File: src/rtl/alu_pkg.sv
// ---------------------------------------------------------------------------
// alu_pkg
//   Definitions shared by the ALU mini project: the adder, the bit-serial
//   subtractor and the ALU top.
//   - DEFAULT_WIDTH : default operand width
//   - *_CODE        : 2-bit encodings of the serial FSM states
//   - state_t       : enum built on those encodings
//   - sub_ref       : reference difference A-B in WIDTH+1 bits
// ---------------------------------------------------------------------------
package alu_pkg;

   localparam int DEFAULT_WIDTH = 3;

   localparam logic [1:0] IDLE_CODE  = 2'd0;
   localparam logic [1:0] LOAD_CODE  = 2'd1;
   localparam logic [1:0] SHIFT_CODE = 2'd2;
   localparam logic [1:0] DONE_CODE  = 2'd3;

   typedef enum logic [1:0] {
      IDLE  = IDLE_CODE,
      LOAD  = LOAD_CODE,
      SHIFT = SHIFT_CODE,
      DONE  = DONE_CODE
   } state_t;

   // Two's-complement A-B for DEFAULT_WIDTH operands. The result never
   // overflows because the extra bit is the final borrow.
   function automatic logic [DEFAULT_WIDTH:0] sub_ref(
      input logic [DEFAULT_WIDTH-1:0] a,
      input logic [DEFAULT_WIDTH-1:0] b
   );
      return {1'b0, a} - {1'b0, b};
   endfunction

endpackage

File: src/rtl/serial_sub_if.sv
// ---------------------------------------------------------------------------
// serial_sub_if
//   Request/result bundle of the bit-serial subtractor.
//
//   Handshake: the master raises start with A/B valid. The slave samples
//   start only while idle (busy=0). The request is accepted at the first
//   rising edge where the slave is in IDLE and start=1. Starts seen while
//   busy are dropped, not queued. The result appears on out together with
//   a one-cycle done pulse. out then holds until the next done.
//
//   Signals:
//     start  master->slave  request
//     A, B   master->slave  unsigned minuend / subtrahend
//     out    slave->master  {final_borrow, diff}, WIDTH+1 bits
//     busy   slave->master  operation in flight (LOAD/SHIFT)
//     done   slave->master  one-cycle result strobe
//     zero   slave->master  result==0, only with SERIAL_SUB_ZERO_FLAG_EN
// ---------------------------------------------------------------------------
interface serial_sub_if #(
   parameter int WIDTH = alu_pkg::DEFAULT_WIDTH
);
   logic             start;
   logic [WIDTH-1:0] A;
   logic [WIDTH-1:0] B;
   logic [WIDTH:0]   out;
   logic             busy;
   logic             done;
`ifdef SERIAL_SUB_ZERO_FLAG_EN
   logic             zero;
`endif

`ifdef SERIAL_SUB_ZERO_FLAG_EN
   modport master (output start, A, B, input out, busy, done, zero);
   modport slave  (input start, A, B, output out, busy, done, zero);
`else
   modport master (output start, A, B, input out, busy, done);
   modport slave  (input start, A, B, output out, busy, done);
`endif
endinterface

File: src/rtl/full_sub_bit.sv
// ---------------------------------------------------------------------------
// full_sub_bit
//   1-bit full subtractor: computes a - b - bin.
//     a, b, bin : minuend bit, subtrahend bit, borrow in
//     d         : difference bit
//     bout      : borrow out
// ---------------------------------------------------------------------------
module full_sub_bit (
   input  logic a,
   input  logic b,
   input  logic bin,
   output logic d,
   output logic bout
);
   assign d    = a ^ b ^ bin;
   // Borrow when a=0,b=1, or when the bits are equal and a borrow ripples in.
   assign bout = (~a & b) | (~(a ^ b) & bin);
endmodule

File: src/rtl/serial_sub.sv
// ---------------------------------------------------------------------------
// serial_sub
//   Bit-serial subtractor: out = A - B, with the operands processed LSB
//   first, one bit per clock, through a single full_sub_bit and a borrow
//   flop.
//   The FSM runs IDLE -> LOAD -> SHIFT (WIDTH cycles) -> DONE -> IDLE.
//   done pulses in the IDLE cycle after DONE, which is also the first cycle
//   a new start may be sampled.
//
//   Ports:
//     clk, rst   clock, synchronous active-high reset
//     bus        serial_sub_if.slave (start, A, B, out, busy, done[, zero])
//     state_dbg  current FSM state
//
//   Build option: with SERIAL_SUB_ZERO_FLAG_EN defined, bus.zero reports
//   out==0. It is updated together with out.
// ---------------------------------------------------------------------------
module serial_sub
   import alu_pkg::*;
#(
   parameter int WIDTH = DEFAULT_WIDTH
) (
   input  logic        clk,
   input  logic        rst,
   serial_sub_if.slave bus,
   output state_t      state_dbg
);

   localparam int             CW   = $clog2(WIDTH + 1);
   localparam logic [CW-1:0]  LAST = CW'(WIDTH - 1);

   state_t           state;
   logic [WIDTH-1:0] a_sr;
   logic [WIDTH-1:0] b_sr;
   logic [WIDTH-1:0] diff;
   logic             borrow;
   logic [CW-1:0]    cnt;
   logic [WIDTH:0]   out_r;
   logic [WIDTH:0]   out_next;
   logic             busy_r;
   logic             done_r;
   logic             d_bit;
   logic             bout_bit;
`ifdef SERIAL_SUB_ZERO_FLAG_EN
   logic             zero_r;
`endif

   full_sub_bit u_bit (
      .a    (a_sr[0]),
      .b    (b_sr[0]),
      .bin  (borrow),
      .d    (d_bit),
      .bout (bout_bit)
   );

   assign out_next = {borrow, diff};

   always_ff @(posedge clk) begin
      if (rst) begin
         state  <= IDLE;
         a_sr   <= '0;
         b_sr   <= '0;
         diff   <= '0;
         borrow <= 1'b0;
         cnt    <= '0;
         out_r  <= '0;
         busy_r <= 1'b0;
         done_r <= 1'b0;
`ifdef SERIAL_SUB_ZERO_FLAG_EN
         zero_r <= 1'b0;
`endif
      end else begin
         case (state)
            IDLE: begin
               done_r <= 1'b0;
               if (bus.start) begin
                  state  <= LOAD;
                  busy_r <= 1'b1;
               end
            end
            LOAD: begin
               a_sr   <= bus.A;
               b_sr   <= bus.B;
               borrow <= 1'b0;
               cnt    <= '0;
               state  <= SHIFT;
            end
            SHIFT: begin
               // The new difference bit enters at the MSB. After WIDTH
               // shifts, the first-computed bit has reached bit 0.
               diff   <= WIDTH'({d_bit, diff} >> 1);
               borrow <= bout_bit;
               a_sr   <= a_sr >> 1;
               b_sr   <= b_sr >> 1;
               cnt    <= cnt + 1'b1;
               if (cnt == LAST) begin
                  state  <= DONE;
                  busy_r <= 1'b0;
               end
            end
            DONE: begin
               out_r  <= out_next;
               done_r <= 1'b1;
`ifdef SERIAL_SUB_ZERO_FLAG_EN
               zero_r <= (out_next == '0);
`endif
               state  <= IDLE;
            end
            default: state <= IDLE;
         endcase
      end
   end

   assign bus.out   = out_r;
   assign bus.busy  = busy_r;
   assign bus.done  = done_r;
`ifdef SERIAL_SUB_ZERO_FLAG_EN
   assign bus.zero  = zero_r;
`endif
   assign state_dbg = state;

endmodule

File: src/flat_wrapper.sv
// flat-port wrapper written by rule: the top's interface ports become plain ports
module serial_sub_flat import alu_pkg::*;
#(
   parameter int WIDTH = DEFAULT_WIDTH
)
  (clk, rst, state_dbg, bus_start, bus_A, bus_B, bus_out, bus_busy, bus_done);
  serial_sub_if #(.WIDTH(WIDTH)) bus_i ();
  input  logic clk;
  input  logic rst;
  output state_t state_dbg;
  input wire logic [$bits(bus_i.start)-1:0] bus_start;
  input wire logic [$bits(bus_i.A)-1:0] bus_A;
  input wire logic [$bits(bus_i.B)-1:0] bus_B;
  output wire logic [$bits(bus_i.out)-1:0] bus_out;
  output wire logic [$bits(bus_i.busy)-1:0] bus_busy;
  output wire logic [$bits(bus_i.done)-1:0] bus_done;
  assign bus_i.start = bus_start;
  assign bus_i.A = bus_A;
  assign bus_i.B = bus_B;
  assign bus_out = bus_i.out;
  assign bus_busy = bus_i.busy;
  assign bus_done = bus_i.done;
  serial_sub #(.WIDTH(WIDTH)) u_core (.clk(clk), .rst(rst), .bus(bus_i), .state_dbg(state_dbg));
endmodule
File: config.mk
export PLATFORM = sky130hd
export DESIGN_NAME = serial_sub_flat
export DESIGN_NICKNAME = d
export VERILOG_FILES = /design/src/rtl/alu_pkg.sv /design/src/rtl/serial_sub_if.sv /design/src/rtl/full_sub_bit.sv /design/src/rtl/serial_sub.sv /design/src/flat_wrapper.sv
export SDC_FILE = /design/constraint.sdc
export NUM_CORES = 1
export LEC_CHECK = 0
export ABC_AREA = 1
export BUFFER_PORTS_ARGS = -buffer_cell sky130_fd_sc_hd__buf_2
export CAP_MARGIN = 20
export CORE_MARGIN = 2
export CORE_UTILIZATION = 52
export DETAILED_ROUTE_END_ITERATION = 12
export PLACE_DENSITY = 0.84
export SETUP_SLACK_MARGIN = 0.02
export SYNTH_ARGS = -nofsm -noshare
export SYNTH_HDL_FRONTEND = slang
export SYNTH_SLANG_ARGS = --single-unit
File: constraint.sdc
create_clock -name clk -period 1.47 [get_ports clk]
set_input_delay 0.294 -clock clk [delete_from_list [all_inputs] [get_ports clk]]
set_output_delay 0.294 -clock clk [all_outputs]
set_load 0.02 [all_outputs]
==> results.json <==
{
  "outcome": "finished, final reports clean",
  "globalRouteOverflowTotal": 0,
  "pin_count_of_the_biggest_net_entering_global_routing": 15,
  "worstSkewPairLatency_ps": 290,
  "arrival_ps": 1510,
  "drt-vias-per-instance": 5.02,
  "ys_seq_elements": 20,
  "layout_overhead_on_the_synthesized_area_pct": 13.5,
  "final.setup_skew_ps": 4.05,
  "crit_path_end_kind": "register",
  "synth_cells": 117,
  "synth.net_count": 131,
  "ctsLongestPathBuffers": 2,
  "ff2ff_path_depth": 8,
  "regToRegSetupSlack_ps": 210,
  "antenna_found_initial": 0,
  "io_pins": 17,
  "maxClockFrequency_ghz": 0.791,
  "layout.filler_cells": 154,
  "layout_worst_path_cycle_share_pct": 86.0,
  "route.vias.total": 753,
  "final_period_minus_worst_setup_slack_ps": 1260,
  "cts_tree": "done",
  "grt_first_pass_wirelength_um": 2530,
  "timing.rr.start": "u_core.state_dbg[0]",
  "max_slew.worst_pin.slew_ps": 213,
  "regToRegEndpoint": "u_core.a_sr[0]",
  "diode_count": 0,
  "ctsResizeCount": 0,
  "worst_hold_path.num_cells": 3,
  "htree_num_levels": 1,
  "syn_area_um2": 878,
  "ys_seq_area_share_pct": 45.6,
  "fp.dieArea_um2": 2030,
  "share_of_post_route_cells_with_drive_strength_above_1_pct": 21.6,
  "synth_simple_gate_area_share_pct": 25.5,
  "rsz0062_at_grt": "no",
  "core_region_area_um2": 1540,
  "first_global_vias": 624,
  "timing_worst_setup_path_type": "register to register",
  "yosysWarningCount": 0,
  "peakVddDrop_mv": 1.02,
  "gp_congestion": 0.806,
  "final_antenna_net_count": 0,
  "post_synthesis_mux_area_share_pct": 0,
  "hold_buffers": 0,
  "drt-total-wl_um": 1530,
  "critPathRequiredTime_ps": 1720,
  "p_per_area_nw_per_um2": 2060,
  "synth_compound_gate_area_share_pct": 11.1,
  "grt_usage_pct": 16.9,
  "maxSlewHeadroom_pct": 85.8,
  "postCtsSetupRepairBufs": 0,
  "cts.sink_count": 20,
  "max-cap-violations": 0,
  "dominant_combinational_cell_family_by_area_after_synthesis": "simple AND/OR/NAND/NOR gates",
  "post_drt_wl_per_cell_um": 10.2,
  "place.port_buffers": 16,
  "synth.lib_cells_used.distinct": 16,
  "final_core_utilization_pct": 64.7,
  "cts_made_buffers": 3,
  "die_h_um": 45.1,
  "power.leakage_nw": 0.504,
  "setup.worst_path.start_class": "register",
  "synth_xor_area_share_pct": 0,
  "avgSynthCellArea_um2": 7.51,
  "cts-root-buf": "clkbuf_4",
  "post_synth_fa_ha_maj_area_fraction_pct": 7.98,
  "worstHoldStart": "bus_B[2]",
  "initial_core_util_pct": 57.0,
  "violation_count_after_the_first_detailed_route_iteration": 15,
  "nets": 150,
  "slew_viol_final": 0,
  "dp_hpwl_um": 1130,
  "drc": 0,
  "detail_route.first_pass.iterations": 4,
  "num_rows": 14,
  "min_delay_worst_endpoint": "u_core.b_sr[2]",
  "setup_viol_count_final": 0,
  "placed_cell_area_um2": 956,
  "postLayoutCellArea_um2": 997,
  "die_wd_um": 45.1,
  "min_path_type": "primary input to register",
  "final_hold_viol_count": 0,
  "worstPathMaxFanout": 12,
  "final.setup.tns_ps": 0,
  "clk_transition_reported_paths_ps": 100
}
stage by stage:
stage	hold slack, ps	std cells	power [W]	worst slack, ps
detailed placement	457	147	0.00173	109
CTS	230	150	0.00199	90.1
floorplan	363	117	0.00159	87.6
finish	238	150	0.00205	205
global placement	451	147	0.00171	151
global route	240	150	0.00223	89.8
layer usage:
metal	wire length, µm	share of wire (%)	GRT usage [%]
met5	0	0	0
met4	0	0	3.53
met3	74	4.8	6.00
met2	723	47	28.3
met1	729	48	21.1
logic make-up after synthesis:
logic type               after synthesis
AND/OR/NAND/NOR                       55
buffers and inverters                 18
flip-flops                            20
AO/OA/AOI/OAI                         19
adder cells (fa/ha/maj)                5
synthesized netlist by cell type, drive strengths merged:
library cell  count  area [µm²]
a21oi             9        45.0
inv              15        56.3
nand2            34         130
fa                1        20.0
o21ai             9        45.0
dfxtp            20         400
nand3             6        30.0
o21a              1        7.51
buf               3        30.0
ha                4        50.1
nor2             15        63.8
how the worst max path moves through the flow:
| stage | slack [ps] | depth (start not counted) | to | from |
|---|---|---|---|---|
| 3_5_place_dp | 110 | 8 | u_core.b_sr[1] | u_core.state_dbg[0] |
| 4_1_cts | 90 | 8 | u_core.b_sr[0] | u_core.state_dbg[0] |
| 6_report | 210 | 8 | u_core.a_sr[0] | u_core.state_dbg[0] |
| 5_1_grt | 90 | 8 | u_core.b_sr[1] | u_core.state_dbg[0] |
| 2_1_floorplan | 90 | 8 | u_core.b_sr[0] | u_core.state_dbg[0] |
| 3_3_place_gp | 150 | 8 | u_core.b_sr[1] | u_core.state_dbg[0] |
state kept, by name (all words and copies together), names as in the netlist:
signal / cells
u_core.state_dbg: 2
u_core.cnt: 2
u_core.bus.busy: 1
u_core.borrow: 1
u_core.bus.done: 1
u_core.bus.out: 4
u_core.diff: 3
u_core.a_sr: 3
u_core.b_sr: 3
final cells by class:
class | count | area (µm²) | share of cell area, %
multi-input cells | 79 | 407 | 40.8
repair buffers | 17 | 87.6 | 8.78
clock buffers | 3 | 22.5 | 2.26
flip-flops and latches | 20 | 402 | 40.3
inverters | 15 | 58.8 | 5.90
well taps | 16 | 20.0 | 2.01
layout by cell type, fill, tap and decap left out, drive strengths merged:
master  count
nand2      34
dfxtp      20
buf        17
nor2       15
inv        15
a21oi       9
o21ai       9
nand3       6
ha          4
clkbuf      3
o21a        1
fa          1
power breakdown:
part / internal [W] / switching, W
registers: 0.000722 / 0.000108
logic: 0.000367 / 0.000607
clock network: 0.0000953 / 0.000154
critical path, cell delays in order, from the launching register on:
cell and delay [ps]:
dfxtp_1 380, inv_1 100, ha_4 300, inv_4 70
nor2_4 140, nand2_1 70, nand3_1 60, nand2_1 50
inv_1 50
Note: power is estimated with default switching activity, not from simulation.
